<file path="config.mk">
export PLATFORM = sky130hd
export DESIGN_NAME = shift_sequencer
export DESIGN_NICKNAME = d
export VERILOG_FILES = /design/src/rtl/shift_sequencer.sv
export SDC_FILE = /design/constraint.sdc
export NUM_CORES = 1
export LEC_CHECK = 0
export ABC_AREA = 0
export BUFFER_PORTS_ARGS = -buffer_cell sky130_fd_sc_hd__buf_4
export CORE_ASPECT_RATIO = 1.4
export CORE_MARGIN = 5
export CORE_UTILIZATION = 55
export DETAILED_ROUTE_END_ITERATION = 10
export GPL_TIMING_DRIVEN = 0
export PLACE_DENSITY = 0.83
export SYNTH_ARGS = -nofsm -noshare
export SYNTH_HDL_FRONTEND = slang
export SYNTH_SLANG_ARGS = --single-unit
</file>
<file path="constraint.sdc">
create_clock -name clk -period 2.4 [get_ports clk]
set_input_delay 0.72 -clock clk [delete_from_list [all_inputs] [get_ports clk]]
set_output_delay 0.72 -clock clk [all_outputs]
set_load 0.05 [all_outputs]
</file>
<file path="src/rtl/shift_sequencer.sv">
// Multi-mode shift register that shifts by a requested amount, one bit per clock.
// Latency: amount+1 edges from start to done; load/start/mode/amount are ignored while busy.
module shift_sequencer #(
  parameter int SIZE  = 8,
  parameter int CNT_W = 4
) (
  input  logic             clk,
  input  logic             rst,
  input  logic             load,
  input  logic [SIZE-1:0]  data_in,
  input  logic             start,
  input  logic [2:0]       mode,
  input  logic [CNT_W-1:0] amount,
  input  logic             serial_in,
  output logic [SIZE-1:0]  data_out,
  output logic             carry_out,
  output logic             busy,
  output logic             done
);

  typedef enum logic {IDLE, SHIFT} state_t;

  state_t           state, state_n;
  logic [SIZE-1:0]  data_n, shifted;
  logic             carry_n, shift_carry, done_n;
  logic [CNT_W-1:0] cnt, cnt_n, eff_amt;
  logic [2:0]       mode_q, mode_n;

  assign eff_amt = (amount > CNT_W'(SIZE)) ? CNT_W'(SIZE) : amount;
  assign busy    = (state == SHIFT);

  // One-bit shift of the current register under the latched mode
  always_comb begin
    shifted     = data_out;
    shift_carry = carry_out;
    case (mode_q)
      3'b000: begin
        shifted     = {serial_in, data_out[SIZE-1:1]};
        shift_carry = data_out[0];
      end
      3'b001: begin
        shifted     = {data_out[SIZE-2:0], serial_in};
        shift_carry = data_out[SIZE-1];
      end
      3'b010: begin
        shifted     = {data_out[SIZE-1], data_out[SIZE-1:1]};
        shift_carry = data_out[0];
      end
      3'b011: begin
        shifted     = {data_out[0], data_out[SIZE-1:1]};
        shift_carry = data_out[0];
      end
      3'b100: begin
        shifted     = {data_out[SIZE-2:0], data_out[SIZE-1]};
        shift_carry = data_out[SIZE-1];
      end
      default: ;
    endcase
  end

  always_comb begin
    state_n = state;
    data_n  = data_out;
    carry_n = carry_out;
    cnt_n   = cnt;
    mode_n  = mode_q;
    done_n  = 1'b0;
    case (state)
      IDLE: begin
        if (load) begin
          data_n  = data_in;
          carry_n = 1'b0;
        end else if (start) begin
          mode_n = mode;
          // Reserved modes complete as a zero-distance operation
          if (eff_amt == '0 || mode > 3'b100) begin
            done_n = 1'b1;
          end else begin
            state_n = SHIFT;
            cnt_n   = eff_amt;
          end
        end
      end
      SHIFT: begin
        data_n  = shifted;
        carry_n = shift_carry;
        cnt_n   = cnt - CNT_W'(1);
        if (cnt == CNT_W'(1)) begin
          state_n = IDLE;
          done_n  = 1'b1;
        end
      end
      default: state_n = IDLE;
    endcase
  end

  always_ff @(posedge clk or posedge rst) begin
    if (rst) begin
      state     <= IDLE;
      data_out  <= '0;
      carry_out <= 1'b0;
      cnt       <= '0;
      mode_q    <= 3'b000;
      done      <= 1'b0;
    end else begin
      state     <= state_n;
      data_out  <= data_n;
      carry_out <= carry_n;
      cnt       <= cnt_n;
      mode_q    <= mode_n;
      done      <= done_n;
    end
  end

endmodule
</file>
==> run metrics, run 1 <==
post-CTS setup buffer count 0; Sink Count 18; worst path bufs/invs 1; Core ar. 0.00200 mm^2; status completed; sequential area share after synthesis 38.3%; Yosys cell types 43; YS warnings 0; top cell family by delay on the critical path flip-flops; top cells by area in the synthesized netlist dfrtp_1 38%, mux2i_1 6.8%, o211ai_2 6.4%; Post-CTS Resized 0; RSZ-0062 raised after global routing false; Inserted Clock Buffers 3; Lkg Pwr 0.680 nW; row cnt 19; Nets 174; die area 0.00318 mm^2; Critical Path RT 1.68 ns; CP Launch Type flop; P per Cell Area 1480 mW/mm^2; CP max-delay cell dfrtp_1; H-tree Lvls 1; antenna viol nets, final 0; maximum clock insertion buffer count 2; DIE WIDTH 49.1 um; Antenna Diode Count 0; Synth Area per Inst 9.97 um^2; Starting Density 58.9%; CTS tree yes; Post-synth ARST share 100%; Clock Power Share 9.0%; Worst Path Arrival 1.01 ns; crit path cell chain buf_4; total number of vias 1016; Net Sw Frac 49.2%; worst hold slack 0.520 ns; worst setup slack after layout 0.672 ns; area leader, netlist dfrtp_1; Synth Cell Area 0.00118 mm^2; DP HPWL 2190 um; Synth top area share 38.3%; Sw Pwr 1.06 mW; GRT Util Overall 18.4%; pins over their slew limit 0; CTS Hold Bufs 0; cell with the most instances after synthesis dfrtp_1; vias per cell 5.91; Post-synth EDFFs 0; CP Capture Type output port; area post-placement 0.00142 mm^2; prevailing post-synth register cell dfrtp_1; Max Cap Viol 0; Crit Path Category reg -> out; Fin Setup TNS 0 ns; Worst Max-Slew Pin Slew 0.713 ns; Int Power 1.10 mW; global-route wire length before repair 4690 um; Flop pwr share 28.0%; Max VDD drop 0.957 mV; Commonest cells post-synth 18 x dfrtp_1, 10 x nand2_1, 9 x nand3_1, 8 x inv_1, 8 x mux2i_1; Critical Path Max Stage Delay 0.46 ns; number of global-route vias before repair 1010; Period minus WS final 1.73 ns; clock slew at reported path FFs 0.11 ns; Die Y 64.7 um; initial antenna violation count 0; post-route cell area 0.00146 mm^2; layout cells sized above 1 35.8%; syn nets 140; DP Cell Count 168; final cell count without fillers 172; register-to-register setup slack 0.86 ns; Syn-to-layout area delta 23.8%; Crit Path Max Fanout 6; IO Count 31; largest net degree at the start of global routing 19; port bufs 29; setup violators final 0; post-synthesis cell count 118; root buf cell clkbuf_4; drt first pass iters 4; fin util 72.9%; Comb power frac 63.0%; # DRC 0; grt total ovfl 0; Hold Vio Cnt, Final 0; Worst Hold Class in -> async; final WL 2790 um; DP Worst Slack 0.400 ns; Avg WL per Cell 16.2 um; fin crit share 72.0%; Fin Clk Skew 0.00211 ns; DR iter-0 viols 31; overall power 2.16 mW; clk_lat worst skew 0.31 ns; Max-slew headroom 52.4%; max frequency 0.579 GHz; #FFs+latches synth 18; routability cong. 0.861
worst paths after layout:
check,start,to,cells past startpoint
max,busy$_DFF_PP0_,busy,1
min,rst,done$_DFF_PP0_,2
max reg2reg,mode_q[0]$_DFFE_PP0P_,data_out[5]$_DFFE_PP0P_,4
min reg2reg,carry_out$_DFFE_PP0P_,carry_out$_DFFE_PP0P_,1
max in group asynchronous,rst,cnt[1]$_DFFE_PP0P_,2
min in group clk,carry_out$_DFFE_PP0P_,carry_out$_DFFE_PP0P_,1
sequential cells by signal, summed over array words and instances (netlist names):
name and count:
cnt 4, busy 1, mode_q 3, data_out 8
carry_out 1, done 1
cell families (layout without fill, tap and decap cells):
| kind of cell | count (synthesis) | count (layout) | synth area share, % |
|---|---|---|---|
| flops | 18 | 18 | 38.3 |
| mux | 10 | 10 | 8.72 |
| compound gates | 31 | 31 | 23.6 |
| buf+inv | 15 | 48 | 6.70 |
| simple gates | 39 | 39 | 18.3 |
| fa+ha+maj | 2 | 2 | 2.13 |
| xor+xnor | 3 | 3 | 2.23 |
cell usage in the layout (no fill, tap or decap), drive strengths merged:
master / n
xnor2: 2
nand4: 1
nor4b: 1
a21boi: 1
xor2: 1
a41oi: 1
o211ai: 7
nand2b: 3
buf: 35
nand3: 9
o221ai: 2
o21ai: 5
mux2: 2
and3: 1
a31o: 1
and2: 2
nor2b: 1
a21oi: 6
a2bb2oi: 1
a22oi: 1
nor2: 7
or4: 1
ha: 2
mux2i: 8
clkbuf: 5
a32o: 1
o31a: 1
inv: 8
a31oi: 3
or2: 1
nand2: 11
or4b: 1
dfrtp: 18
a22o: 1
area by class of cell:
cell class | instances | area [um^2]
repair buffers | 29 | 218
inverters | 8 | 30.0
well taps | 21 | 26.3
multi-input cells | 85 | 647
flip-flops and latches | 18 | 450
clock buffers | 4 | 36.3
plain buffers | 7 | 48.8
fillers | 162 | 541
layer usage:
metal  part of all wire, %  global-route usage [%]
met3                   3.2                    2.06
met5                     0                       0
met2                    52                    32.4
met4                   1.2                    6.06
met1                    44                    22.9
power by group through the flow:
stage | sequential, mW | combinational (mW) | clock [mW]
5_1_grt | 0.626 | 1.47 | 0.207
2_1_floorplan | 0.834 | 0.801 | 0
6_report | 0.606 | 1.36 | 0.194
3_3_place_gp | 0.599 | 1.32 | 0
4_1_cts | 0.600 | 1.37 | 0.193
3_5_place_dp | 0.605 | 1.37 | 0
(Power assumes the default switching activity.)
==> run 2, diff against run 1 <==
Settings changed: CORE_UTILIZATION 55 to 52, PLACE_DENSITY 0.83 to 0.79.
Clock period 2.4 ns to 1.8 ns, I/O delays scaled along.
==> run 2 against run 1 <==
- worst setup slack worse by 0.40 ns
- utilization fell by 6.6 points
- power rose by 29%
- non-clock buffer count stayed put
- wire length fell by 6.5%
- die area grew 4.7%
- global-route usage fell by 2.0 points
- final cell count unchanged
- sequential power increased by 33%
- largest power group unchanged
- critical path depth rose by 3
- sequential share of layout area increased by 0.27 points
- final area down 0.86%
==> run metrics, run 2 (synthesis gave the netlist of run 1 again) <==
P per Cell Area 1940 mW/mm^2; Avg WL per Cell 15.2 um; Period minus WS final 1.52 ns; DP HPWL 2060 um; Fin Clk Skew 0.00161 ns; number of global-route vias before repair 1007; vias per cell 5.91; post-CTS setup buffer count 0; max frequency 0.656 GHz; final cell count without fillers 172; Worst Max-Slew Pin Slew 0.685 ns; port bufs 29; global-route wire length before repair 4300 um; DIE WIDTH 50.2 um; pins over their slew limit 0; leading cell types in the layout, fill and taps excluded 30 x buf_4, 18 x dfrtp_1, 10 x nand2_1; row cnt 20; IO Count 31; largest net degree at the start of global routing 19; CTS tree yes; CTS Hold Bufs 0; Max Cap Viol 0; FF-to-FF path depth 4; Worst Hold Class in -> async; RR Endpoint mode_q[1]$_DFFE_PP0P_; Post-CTS Resized 0; Core ar. 0.00218 mm^2; Syn-to-layout area delta 22.8%; Max VDD drop 0.944 mV; Crit Path Category reg -> reg; DP Cell Count 169; drt first pass iters 4; Hold Vio Cnt, Final 0; final WL 2610 um; most common cell after layout, fill and taps aside buf_4; Largest register FFs 8; initial antenna violation count 0; Max-slew headroom 54.3%; H-tree Lvls 1; Starting Density 54.0%; layout cells sized above 1 35.3%; grt total ovfl 0; RSZ-0062 raised after global routing false; die area 0.00333 mm^2; maximum clock insertion buffer count 2; Biggest register data_out; Sink Count 18; clk_lat worst skew 0.28 ns; CP Launch Type flop; Lkg Pwr 0.673 nW; register-to-register setup slack 0.28 ns; GRT Util Overall 16.3%; DR iter-0 viols 25; status completed; total number of vias 1016; Die Y 66.3 um; # DRC 0; largest registers data_out (8), cnt (4), mode_q (3); fin crit share 84.7%; clock slew at reported path FFs 0.10 ns; Worst Path Arrival 1.69 ns; setup violators final 0; routability cong. 0.852; Inserted Clock Buffers 3; Critical Path RT 1.97 ns; Antenna Diode Count 0; antenna viol nets, final 0; reg2reg start busy$_DFF_PP0_; Nets 174; Crit Path Max Fanout 8; Fin Setup TNS 0 ns; root buf cell clkbuf_4; CP Capture Type flop
## run 2: worst max path at each step
| stage | end | depth (start not counted) | startpoint |
|---|---|---|---|
| 6_report | mode_q[1]$_DFFE_PP0P_ | 4 | busy$_DFF_PP0_ |
| 3_5_place_dp | cnt[0]$_DFFE_PP0P_ | 5 | mode[1] |
| 3_3_place_gp | cnt[0]$_DFFE_PP0P_ | 5 | mode[1] |
| 4_1_cts | data_out[2]$_DFFE_PP0P_ | 4 | mode_q[0]$_DFFE_PP0P_ |
| 5_1_grt | data_out[2]$_DFFE_PP0P_ | 4 | mode_q[0]$_DFFE_PP0P_ |
| 2_1_floorplan | mode_q[0]$_DFFE_PP0P_ | 5 | load |
## run 2: where the power goes
part	total [mW]	switching, mW	internal [mW]
registers	0.804	0.208	0.596
clock network	0.189	0.112	0.0775
logic	1.80	1.06	0.745
total	2.80	1.38	1.42
## run 2: per-layer routing
layer / routed length [um] / share of wire [%] / up-vias / track usage (%)
li1: - / - / 490 / -
met1: 1060 / 41 / 499 / 19.2
met2: 1400 / 54 / 25 / 29.1
met3: 117 / 4.5 / 2 / 2.71
met4: 20 / 0.77 / 0 / 5.90
met5: 0 / 0 / - / 0
## run 2: final cells by class
| cell class | count | area, um^2 |
|---|---|---|
| timing repair buffer | 29 | 218 |
| inverter | 8 | 30.0 |
| clock buffer | 3 | 22.5 |
| buffer | 7 | 48.8 |
| sequential | 18 | 450 |
| fill | 182 | 733 |
| tap | 22 | 27.5 |
| multi-input combinational | 85 | 647 |
## run 2: worst max-delay path: stages (launching register included)
cell and delay [ns]:
dfrtp_1 0.46, nor2_2 0.27, and2_1 0.16, buf_2 0.18, mux2_2 0.35
## run 2: metrics by stage
stage / utilization, % / power (mW) / instance area, um^2 / worst slack, ns / hold slack (ns)
CTS: 66.3 / 2.81 / 1440 / 0.279 / 0.387
global route: 66.3 / 3.00 / 1440 / 0.169 / 0.406
global placement: 65.3 / 2.56 / 1420 / 0.0205 / 0.498
detailed placement: 65.3 / 2.62 / 1420 / 0.0101 / 0.498
finish: 66.3 / 2.80 / 1440 / 0.275 / 0.358
floorplan: - / 2.18 / 1180 / 0.184 / 0.479
==> run 3, diff against run 2 <==
Settings changed: ABC_AREA 0 to 1, CORE_UTILIZATION 52 to 46, PLACE_DENSITY 0.79 to 0.74.
Clock period 1.8 ns to 1.3 ns, I/O delays scaled along.
==> run 3 against run 2 <==
- synthesized area is 2.4% lower
- count of clock-buffer cells in the layout is 1 higher
- critical path type is now reg -> out
- utilization is 0.34 points higher
==> run metrics, run 3 <==
status completed; Period minus WS final 1.30 ns; Core ar. 0.00239 mm^2; Max VDD drop 1.38 mV; Hold Vio Cnt, Final 0; cell with the most instances after synthesis nand2_1; CP Capture Type output port; maximum clock insertion buffer count 2; CP max-delay cell dfrtp_2; Worst Path Arrival 0.91 ns; final WL 2970 um; Synth Cell Area 0.00115 mm^2; number of global-route vias before repair 1125; fin crit share 99.8%; sequential area share after synthesis 39.3%; Clock Power Share 7.6%; mux cell area share after synthesis 0%; FF-to-FF path depth 6; #FFs+latches synth 18; Antenna Diode Count 0; initial antenna violation count 0; largest registers data_out (8), cnt (4), mode_q (3); Worst Max-Slew Pin Slew 0.685 ns; fin util 66.7%; crit path cell chain buf_6; row cnt 21; register-to-register setup slack 0.07 ns; post-synthesis compound-gate area fraction 10.0%; worst hold slack 0.188 ns; most common cell after layout, fill and taps aside nand2_1; total number of vias 1221; prevailing post-synth register cell dfrtp_1; CP Launch Type flop; antenna viol nets, final 0; vias per cell 5.07; Nets 230; root buf cell clkbuf_4; area leader, netlist dfrtp_1; Fin Clk Skew 0.00123 ns; Commonest cells post-synth 52 x nand2_1, 23 x nor2_1, 18 x dfrtp_1, 17 x nand3_1; setup violators final 0; clk_lat worst skew 0.29 ns; XOR/XNOR Fraction of Synth Area 0.763%; Lkg Pwr 0.832 nW; Max-slew headroom 54.3%; DP HPWL 2130 um; Inserted Clock Buffers 3; clock slew at reported path FFs 0.11 ns; max frequency 0.771 GHz; largest family of logic cells by synthesized area simple AND/OR/NAND/NOR gates; Sink Count 18; Crit Path Max Fanout 3; H-tree Lvls 1; syn nets 184; global-route wire length before repair 4810 um; area post-placement 0.00142 mm^2; Biggest register data_out; Post-synth ARST share 100%; port bufs 30; DP Worst Slack -0.0375 ns; worst setup slack after layout 0.00291 ns; Critical Path RT 0.91 ns; Fin Setup TNS 0 ns; Crit Path Category reg -> out; reg2reg start mode_q[2]$_DFFE_PP0P_; DP Cell Count 226; Avg WL per Cell 12.3 um; Largest register FFs 8; # DRC 0; largest net degree at the start of global routing 19; Sw Pwr 2.38 mW; routability cong. 0.847; Critical Path Max Stage Delay 0.45 ns; post-synthesis cell count 162; Synth top area share 39.3%; CTS tree yes; leading cell types in the layout, fill and taps excluded 52 x nand2_1, 31 x buf_4, 22 x nor2_1; Net Sw Frac 50.9%; top cells by area in the synthesized netlist dfrtp_1 39%, nand2_1 17%, nor2_1 7.5%; Yosys cell types 22; Comb power frac 68.5%; Worst Hold Class in -> async; YS warnings 0; post-route cell area 0.00159 mm^2; worst path bufs/invs 1; RR Endpoint data_out[6]$_DFFE_PP0P_; Post-Synth Adder-Cell Area 2.18%; grt total ovfl 0; die area 0.00361 mm^2; Syn-to-layout area delta 38.9%; P per Cell Area 2930 mW/mm^2; Synth Area in Simple Gates 39.0%; DR iter-0 viols 32; pins over their slew limit 0; Post-synth EDFFs 0; overall power 4.67 mW; Int Power 2.29 mW; Max Cap Viol 0; IO Count 31; GRT Util Overall 16.6%; Die Y 69.1 um; Synth Area per Inst 7.08 um^2; RSZ-0062 raised after global routing true; Flop pwr share 23.9%; DIE WIDTH 52.2 um; final cell count without fillers 241; top cell family by delay on the critical path flip-flops; drt first pass iters 4; Starting Density 48.0%; layout cells sized above 1 31.4%
-- run 3: cell count changes after synthesis, sizes merged, moves of 5 or more --
cell    before  now
nor2         7   24
o211ai       7    2
nand2       11   55
inv          8   17
o21ai        5   15
mux2i        8    0
nand3        9   19
-- run 3: cell type report --
class,count,area [um^2]
buffer,3,36.3
timing repair buffer,41,345
inverter,17,67.6
fill,221,797
tap,34,42.5
clock buffer,4,36.3
sequential,18,453
multi-input combinational,124,613
-- run 3: cell families (layout without fill, tap and decap cells) --
| family | count (synthesis) | after routing |
|---|---|---|
| buffers and inverters | 20 | 65 |
| DFF | 18 | 18 |
| and+or+nand+nor | 101 | 101 |
| AOI/OAI and AO/OA | 20 | 20 |
| xor gates and xnor gates | 1 | 1 |
| adders and majority gates | 2 | 2 |
-- run 3: power by group through the flow --
stage	clock network [mW]	registers [mW]	logic, mW
floorplan	0	1.68	1.47
global placement	0	1.15	2.64
detailed placement	0	1.17	2.70
CTS	0.364	1.07	3.07
global route	0.385	1.15	3.50
finish	0.355	1.12	3.20
-- run 3: layer usage --
metal	vias up	GRT usage (%)	wire [um]
met3	6	2.37	129
met1	580	19.8	1170
met2	23	29.4	1640
li1	612	-	-
met5	-	0	0
met4	0	5.68	34
-- run 3: repair_timing --
item	in CTS	in global routing
setup buffers	9	2
hold buffers	0	0
gates resized for setup	6	12
pin swaps	0	0
endpoints found under the setup margin	9	22
-- run 3: worst max-delay path by stage --
stage	start	to	slack (ns)	cells after the start
floorplan	busy$_DFF_PP0_	data_out[1]$_DFFE_PP0P_	0.07	7
global placement	mode[1]	cnt[1]$_DFFE_PP0P_	-0.009	7
detailed placement	mode[1]	cnt[1]$_DFFE_PP0P_	-0.04	7
CTS	busy$_DFF_PP0_	busy	0.009	1
global route	busy$_DFF_PP0_	busy	-0.02	1
finish	busy$_DFF_PP0_	busy	0.003	1
